$ cat config.mk
export PLATFORM = sky130hd
export DESIGN_NAME = count_event_monitor
export DESIGN_NICKNAME = d
export VERILOG_FILES = /design/src/rtl/count_event_monitor.sv
export SDC_FILE = /design/constraint.sdc
export NUM_CORES = 1
export LEC_CHECK = 0
export ABC_AREA = 1
export CAP_MARGIN = 25
export CORE_MARGIN = 10
export CORE_UTILIZATION = 40
export DETAILED_ROUTE_END_ITERATION = 8
export GPL_TIMING_DRIVEN = 1
export MAX_ROUTING_LAYER = met4
export PLACE_DENSITY = 0.69
export SLEW_MARGIN = 10
export SYNTH_ARGS = -nofsm -noshare
export SYNTH_HDL_FRONTEND = slang
export SYNTH_SLANG_ARGS = --single-unit
$ cat constraint.sdc
create_clock -name clock -period 4 [get_ports clock]
set_input_delay 1.2 -clock clock [delete_from_list [all_inputs] [get_ports clock]]
set_output_delay 1.2 -clock clock [all_outputs]
set_load 0.02 [all_outputs]
$ cat src/rtl/count_event_monitor.sv
// count_event_monitor
//   Watches a free-running binary counter and logs two kinds of event into a
//   small FIFO, each stamped with a cycle timestamp:
//     wrap  : previous sample all-ones and current sample zero
//     match : current sample equals match_val and differs from the previous one
//   The FIFO drains over a valid/ready port.
//
// Ports
//   clock       system clock, rising edge
//   reset       asynchronous active-low reset
//   arm         1 = monitor enabled, 0 = return to IDLE
//   count_in    sampled counter value
//   match_val   match compare value (quasi-static)
//   evt_valid   FIFO head valid
//   evt_ready   consumer accepts head on evt_valid & evt_ready
//   evt_data    {type[1:0], count[CNT_W-1:0], ts[TS_W-1:0]}, zero when empty
//   overflow    sticky: an event was dropped because the FIFO was full
//   busy        state != IDLE
//   drop_count  (only with CNT_MON_DROP_CNT_EN) saturating count of dropped events
//
// Build option
//   CNT_MON_DROP_CNT_EN : adds the drop_count output and its counter.

module count_event_monitor #(
    parameter int CNT_W = 6,
    parameter int DEPTH = 4,
    parameter int TS_W  = 16
) (
    input  logic                      clock,
    input  logic                      reset,
    input  logic                      arm,
    input  logic [CNT_W-1:0]          count_in,
    input  logic [CNT_W-1:0]          match_val,
    output logic                      evt_valid,
    input  logic                      evt_ready,
    output logic [2+CNT_W+TS_W-1:0]   evt_data,
    output logic                      overflow,
    output logic                      busy
`ifdef CNT_MON_DROP_CNT_EN
    ,
    output logic [7:0]                drop_count
`endif
);

    localparam int REC_W = 2 + CNT_W + TS_W;
    localparam int PTR_W = $clog2(DEPTH);

    typedef enum logic [1:0] {IDLE, PRIME, MONITOR} state_t;

    state_t                 state_q, state_d;
    logic [CNT_W-1:0]       prev_q, prev_d;
    logic [TS_W-1:0]        ts_q, ts_d;
    logic [REC_W-1:0]       mem_q [DEPTH];
    logic [REC_W-1:0]       mem_d [DEPTH];
    // One extra pointer bit distinguishes full from empty.
    logic [PTR_W:0]         wr_ptr_q, wr_ptr_d;
    logic [PTR_W:0]         rd_ptr_q, rd_ptr_d;
    logic                   overflow_q, overflow_d;
`ifdef CNT_MON_DROP_CNT_EN
    logic [7:0]             drop_q, drop_d;
`endif

    logic empty, full, pop, wrap_hit, match_hit, detect;

    always_comb begin
        state_d    = state_q;
        prev_d     = prev_q;
        ts_d       = ts_q;
        mem_d      = mem_q;
        wr_ptr_d   = wr_ptr_q;
        rd_ptr_d   = rd_ptr_q;
        overflow_d = overflow_q;
`ifdef CNT_MON_DROP_CNT_EN
        drop_d     = drop_q;
`endif

        empty = (wr_ptr_q == rd_ptr_q);
        full  = (wr_ptr_q[PTR_W] != rd_ptr_q[PTR_W]) &&
                (wr_ptr_q[PTR_W-1:0] == rd_ptr_q[PTR_W-1:0]);
        pop   = !empty && evt_ready;

        // Detection runs for the whole MONITOR cycle, including the one in
        // which arm drops; it stops once the state has left MONITOR.
        detect    = (state_q == MONITOR);
        wrap_hit  = detect && (prev_q == '1) && (count_in == '0);
        // Edge-qualified so a stalled count is logged only once.
        match_hit = detect && (count_in == match_val) && (count_in != prev_q);

        case (state_q)
            IDLE: begin
                if (arm) begin
                    state_d    = PRIME;
                    overflow_d = 1'b0;
`ifdef CNT_MON_DROP_CNT_EN
                    drop_d     = '0;
`endif
                end
            end
            PRIME: begin
                prev_d  = count_in;
                ts_d    = '0;
                state_d = arm ? MONITOR : IDLE;
            end
            MONITOR: begin
                prev_d  = count_in;
                ts_d    = ts_q + TS_W'(1);
                state_d = arm ? MONITOR : IDLE;
            end
            default: state_d = IDLE;
        endcase

        if (pop)
            rd_ptr_d = rd_ptr_q + (PTR_W+1)'(1);

        // A pop in the same cycle frees the slot, so a full FIFO still accepts.
        if (wrap_hit || match_hit) begin
            if (!full || pop) begin
                mem_d[wr_ptr_q[PTR_W-1:0]] = {wrap_hit, match_hit, count_in, ts_q};
                wr_ptr_d = wr_ptr_q + (PTR_W+1)'(1);
            end else begin
                overflow_d = 1'b1;
`ifdef CNT_MON_DROP_CNT_EN
                if (drop_q != 8'hFF)
                    drop_d = drop_q + 8'd1;
`endif
            end
        end
    end

    always_ff @(posedge clock or negedge reset) begin
        if (!reset) begin
            state_q    <= IDLE;
            prev_q     <= '0;
            ts_q       <= '0;
            wr_ptr_q   <= '0;
            rd_ptr_q   <= '0;
            overflow_q <= 1'b0;
            for (int i = 0; i < DEPTH; i++)
                mem_q[i] <= '0;
`ifdef CNT_MON_DROP_CNT_EN
            drop_q     <= '0;
`endif
        end else begin
            state_q    <= state_d;
            prev_q     <= prev_d;
            ts_q       <= ts_d;
            wr_ptr_q   <= wr_ptr_d;
            rd_ptr_q   <= rd_ptr_d;
            overflow_q <= overflow_d;
            mem_q      <= mem_d;
`ifdef CNT_MON_DROP_CNT_EN
            drop_q     <= drop_d;
`endif
        end
    end

    assign evt_valid = !empty;
    assign evt_data  = empty ? '0 : mem_q[rd_ptr_q[PTR_W-1:0]];
    assign overflow  = overflow_q;
    assign busy      = (state_q != IDLE);
`ifdef CNT_MON_DROP_CNT_EN
    assign drop_count = drop_q;
`endif

endmodule

==> flow_metrics.py, run 1 <==
metrics = {
    "timing": {
        "setup-violations-final": 0,
        "fin_setup_tns_ps": 0,
        "timing.fmax_ghz": 0.266,
        "finalCritPeriodShare_pct": 94.0,
        "worst_pin_slew_ps": 705,
        "finClkSkew_ps": 9.96,
        "fin_crit_ps": 3760,
        "hold_viol": 0,
        "drv_slew": 0,
        "max_slew_margin_pct": 53.0,
        "rsz0062_at_grt": "no",
    },
    "global_route": {
        "grt_pass1_wl_mm": 30.6,
        "grt_pass1_vias": 5733,
        "grtUsageTotal_pct": 17.6,
        "grt_antenna_before_repair": 0,
        "grt_overflow": 0,
        "grt_max_degree": 100,
    },
    "setup_path": {
        "cp.required_ps": 2800,
        "path_max_fanout": 27,
        "critPathLaunchType": "register",
        "critical_path_class": "register to output port",
        "crit_arrival_ps": 2560,
        "cp-end-kind": "output port",
        "crit_start": "rd_ptr_q[0]$_DFFE_PN0P_",
        "r2r_start": "state_q[0]$_DFFE_PN0P_",
    },
    "clock_network": {
        "cts_tree": "built",
        "cts_made_buffers": 17,
        "clock_latency_ps": 430,
        "clock-sinks": 127,
        "clockBufferDepth": 2,
        "cts_setup_buffers": 0,
        "cts-root-buf": "clkbuf_16",
        "path_clk_slew_ps": 50,
        "ctsHtreeMaxLevel": 4,
    },
    "logic_synthesis": {
        "syn_inst": 870,
        "synth_top_family_by_area": "simple AND/OR/NAND/NOR gates",
        "synthXorXnorAreaFrac_pct": 1.05,
        "synth_fa_ha_area_share_pct": 1.88,
        "muxShareOfSynthArea_pct": 0,
        "synth_compound_area_share_pct": 8.27,
        "ys_seq_elements": 127,
        "synthesis.area_um2": 6660,
        "yosysWarnings": 0,
        "synth_seq_area_share_pct": 47.7,
        "synth_simple_gate_area_share_pct": 32.3,
        "synth_cell_types": 28,
        "syn_nets": 896,
        "syn_area_per_cell_um2": 7.65,
    },
    "placed_design": {
        "dp_cells": 1084,
        "dpl.hpwl_mm": 11.5,
        "place_congestion": 0.891,
        "io_buffers": 42,
    },
    "route": {
        "ant_nets": 0,
        "first_pass_iters": 7,
        "drt_iter0_markers": 610,
        "routed_wl_mm": 18.3,
        "vias_per_cell": 5.40,
        "drc": 0,
        "wl_per_cell_um": 16.5,
        "vias": 6005,
    },
    "finish": {
        "diodes": 0,
        "num-nets-final": 909,
        "utilization_pct": 46.9,
        "area.growth.synth_to_final_pct": 16.1,
        "drive_above_1_share_pct": 7.28,
        "nFillCells": 1602,
        "instances_no_fill": 1113,
    },
    "floorplanning": {
        "start_util_pct": 40.4,
        "die_h_um": 149,
        "floorplan.rows": 47,
        "core_um2": 16500,
        "dieArea_um2": 22200,
        "ioPinCount": 43,
        "die_w_um": 149,
    },
    "pwr": {
        "power.density_nw_per_um2": 640,
        "ir_drop_v": 0.000360,
        "p_leak_nw": 4.02,
    },
    "run_status": {
        "run_status": "completed",
    },
    "hold_path": {
        "min_from": "mem_q[47]$_DFFE_PN0P_",
        "hp-class": "register to register",
    },
    "job": {
        "cap_violations": 0,
    },
}
cells in the final DEF (no fill, tap or decap), drive strengths merged, types with 20 or more instances in the layout:
cell type	n
buf	23
inv	65
nor2	73
dfrtp	127
clkdlybuf4s50	41
o21ai	64
nand4	99
clkbuf	21
o22ai	24
nand2	287
nand3	20
synth_stat cells, drive strengths merged:
master  number  area [um2]
nand2      287        1080
dfrtp      127        3180
nand4       99         619
nor2        73         274
inv         65         244
o21ai       64         320
clkbuf      40         151
buf         30         188
o22ai       24         150
nand3       20         120
a21oi       12        63.8
ha          10         125
nor3         7        40.0
xnor2        5        43.8
xor2         3        26.3
and3         1        6.26
nand3b       1        7.51
o21a         1        7.51
o32ai        1        8.76
stage by stage:
step	instance area (um2)	hold WS, ps	setup WS [ps]	power [mW]
3_3_place_gp	7220	449	541	3.58
3_5_place_dp	7220	453	456	3.59
2_1_floorplan	6660	437	1320	2.74
6_report	7730	464	240	4.95
4_1_cts	7730	467	156	4.96
5_1_grt	7730	481	110	5.25
registers in the layout, indices dropped and copies added (netlist names):
| name | flops |
|---|---|
| prev_q | 6 |
| mem_q | 96 |
| wr_ptr_q | 3 |
| rd_ptr_q | 3 |
| overflow | 1 |
| ts_q | 16 |
| state_q | 2 |
logic make-up (layout without fill, tap and decap cells):
logic type               after synthesis  count (layout)
flip-flops                           127             127
buffers and inverters                135             158
AO/OA/AOI/OAI                        102             102
AND/OR/NAND/NOR                      488             488
XOR/XNOR                               8               8
adder cells (fa/ha/maj)               10              10
final cells by class:
class,count,area [um2],area share [%]
inverter,65,244,3.16
clock inverter,8,70.1,0.907
clock buffer,21,440,5.70
timing repair buffer,64,621,8.03
tap,220,275,3.56
sequential,127,3180,41.1
multi-input combinational,608,2900,37.5
routing by layer:
| layer | GRT usage, % | vias to the layer above | wire (um) |
|---|---|---|---|
| li1 | - | 2895 | - |
| met1 | 22.9 | 2858 | 8240 |
| met5 | - | - | 0 |
| met3 | 3.49 | 36 | 1070 |
| met4 | 5.94 | 0 | 349 |
| met2 | 26.8 | 216 | 8680 |
critical path: stages (launching register included):
cell             delay (ps)
dfrtp_1                 420
inv_1                   360
buf_12                  240
o21ai_0                 100
o22ai_1                 210
nand2_1                 130
inv_1                    80
clkdlybuf4s50_1         600
what timing repair did:
item                                    in CTS  in global routing
hold buffers                                 0                  0
resized for setup                            0                  1
endpoints found under the setup margin       0                  3
worst paths after layout:
path	slack (ps)	endpoint	cells after the start
min in group asynchronous	810	mem_q[33]$_DFFE_PN0P_	1
setup / recovery	240	evt_data[19]	7
max in group asynchronous	2440	mem_q[21]$_DFFE_PN0P_	2
hold / removal	460	mem_q[47]$_DFFE_PN0P_	2
setup reg to reg	1460	wr_ptr_q[0]$_DFFE_PN0P_	10
hold reg to reg	460	mem_q[47]$_DFFE_PN0P_	2
power by group:
group | internal [mW] | switching [mW] | leakage, nW
clock network | 0.834 | 0.537 | 0.248
logic | 0.757 | 1.36 | 2.02
registers | 1.38 | 0.0864 | 1.75
No activity file was read; power rests on OpenSTA's default activity.
==> run 2: changes to the inputs <==
Settings changed: PLACE_DENSITY 0.69 to default, PLACE_DENSITY_LB_ADDON from default to 0.15, RECOVER_POWER from default to 50.
==> flow_metrics.py, run 2 (synthesis gave the netlist of run 1 again) <==
metrics = {
    "run_status": {
        "run_status": "finished with violations",
        "violations": "capacitance limit, slew limit",
    },
    "finish": {
        "area.growth.synth_to_final_pct": 17.3,
        "utilization_pct": 47.4,
        "most-common-layout-cells": "284 x nand2_1, 127 x dfrtp_1, 99 x nand4_1",
        "num-nets-final": 911,
        "layout_commonest_cell": "nand2_1",
        "largest_reg_flops": 96,
        "finish.instance_area_um2": 7810,
        "top_regs": "mem_q: 96 flops, ts_q: 16 flops, prev_q: 6 flops",
        "drive_above_1_share_pct": 7.57,
        "instances_no_fill": 1118,
        "regMostFlops": "mem_q",
        "diodes": 0,
    },
    "timing": {
        "worst_pin_slew_ps": 2760,
        "setup-violations-final": 0,
        "drv_slew": 47,
        "finClkSkew_ps": 8.52,
        "finalCritPeriodShare_pct": 93.7,
        "fin_setup_tns_ps": 0,
        "rsz0062_at_grt": "no",
        "timing.fmax_ghz": 0.267,
        "fin_crit_ps": 3750,
        "hold_viol": 0,
        "max_slew_margin_pct": -84.0,
    },
    "route": {
        "wl_per_cell_um": 17.2,
        "routed_wl_mm": 19.3,
        "ant_nets": 0,
        "drc": 0,
        "vias": 5850,
        "drt_iter0_markers": 364,
        "first_pass_iters": 5,
        "vias_per_cell": 5.23,
    },
    "global_route": {
        "grtUsageTotal_pct": 18.4,
        "grt_overflow": 0,
        "grt_max_degree": 87,
        "grt_pass1_vias": 5667,
        "grt_antenna_before_repair": 0,
        "grt_pass1_wl_mm": 31.7,
    },
    "pwr": {
        "power_switching_share_pct": 40.0,
        "p_leak_nw": 4.08,
        "seqPwrFrac_pct": 28.7,
        "power_frac_clock_pct": 28.4,
        "intPower_mw": 3.04,
        "power.density_nw_per_um2": 648,
        "power_frac_comb_pct": 42.9,
        "p_sw_mw": 2.02,
        "ir_drop_v": 0.000397,
    },
    "setup_path": {
        "path_max_fanout": 27,
        "cp.required_ps": 2800,
        "critPathLaunchType": "register",
        "reg2reg_depth": 8,
        "cp-end-kind": "output port",
        "critical_path_class": "register to output port",
        "crit_arrival_ps": 2550,
    },
    "floorplanning": {
        "floorplan.rows": 47,
        "die_h_um": 149,
        "dieArea_um2": 22200,
        "start_util_pct": 40.4,
        "core_um2": 16500,
        "ioPinCount": 43,
        "die_w_um": 149,
    },
    "clock_network": {
        "clock_latency_ps": 420,
        "cts_tree": "built",
        "clockBufferDepth": 2,
        "cts_hold_buf": 0,
        "path_clk_slew_ps": 50,
        "cts_made_buffers": 17,
        "cts-root-buf": "clkbuf_16",
        "cts_resized": 0,
        "cts_setup_buffers": 0,
        "clock-sinks": 127,
        "ctsHtreeMaxLevel": 4,
    },
    "hold_path": {
        "whs_path_depth": 2,
        "hp-class": "register to register",
    },
    "placed_design": {
        "dpl.hpwl_mm": 11.7,
        "postPlaceCellArea_um2": 7270,
        "dp_cells": 1086,
        "io_buffers": 42,
        "place_congestion": 0.842,
    },
    "job": {
        "cap_violations": 1,
    },
}
==> run 2: cell types whose count changed in the layout (fill, tap and decap cells not counted), moves of 3 or more <==
cell / previous run / this run
clkdlybuf4s50_1: 41 / 33
nand2_2: 4 / 1
clkbuf_8: 0 / 6
dlygate4sd3_1: 0 / 8
==> run 2: layout make-up <==
cell class	count	area, um2
fill	1679	8660
sequential	127	3180
multi-input combinational	608	2910
timing repair buffer	66	653
clock buffer	26	519
tap	220	275
inverter	65	244
clock inverter	6	30.0
==> run 2: power groups by stage <==
stage	sequential, mW	combinational (mW)	clock [mW]
global route	1.46	2.40	1.51
finish	1.45	2.17	1.44
detailed placement	1.47	2.19	0
global placement	1.47	2.19	0
CTS	1.45	2.20	1.46
floorplan	1.46	1.28	0
==> run 2: worst paths after layout <==
kind / from / to / slack (ps)
max: rd_ptr_q[0]$_DFFE_PN0P_ / evt_data[1] / 250
min: mem_q[54]$_DFFE_PN0P_ / mem_q[54]$_DFFE_PN0P_ / 460
max reg2reg: state_q[1]$_DFFE_PN0P_ / ts_q[10]$_DFFE_PN0N_ / 1500
min reg2reg: mem_q[54]$_DFFE_PN0P_ / mem_q[54]$_DFFE_PN0P_ / 460
max in group asynchronous: reset / mem_q[68]$_DFFE_PN0P_ / 770
min in group asynchronous: reset / prev_q[4]$_DFFE_PN0N_ / 1650
==> run 2: critical path: stages, from the launching register on <==
cell and delay, ps:
dfrtp_1 420, inv_1 390, buf_12 250, nor2_1 60, o22ai_1 250, nand2_1 80
inv_1 60, clkdlybuf4s50_1 600
==> run 2: layer usage <==
layer | GRT usage, % | part of all wire [%]
met4 | 5.50 | 1.2
met3 | 3.03 | 4.1
met1 | 24.9 | 49
met5 | - | 0
met2 | 27.7 | 46
==> run 2: stage by stage <==
step	setup WS [ps]	power, mW	hold WS, ps
2_1_floorplan	1320	2.74	437
3_3_place_gp	572	3.66	448
3_5_place_dp	544	3.66	453
4_1_cts	208	5.11	466
5_1_grt	93.2	5.37	482
6_report	251	5.06	463
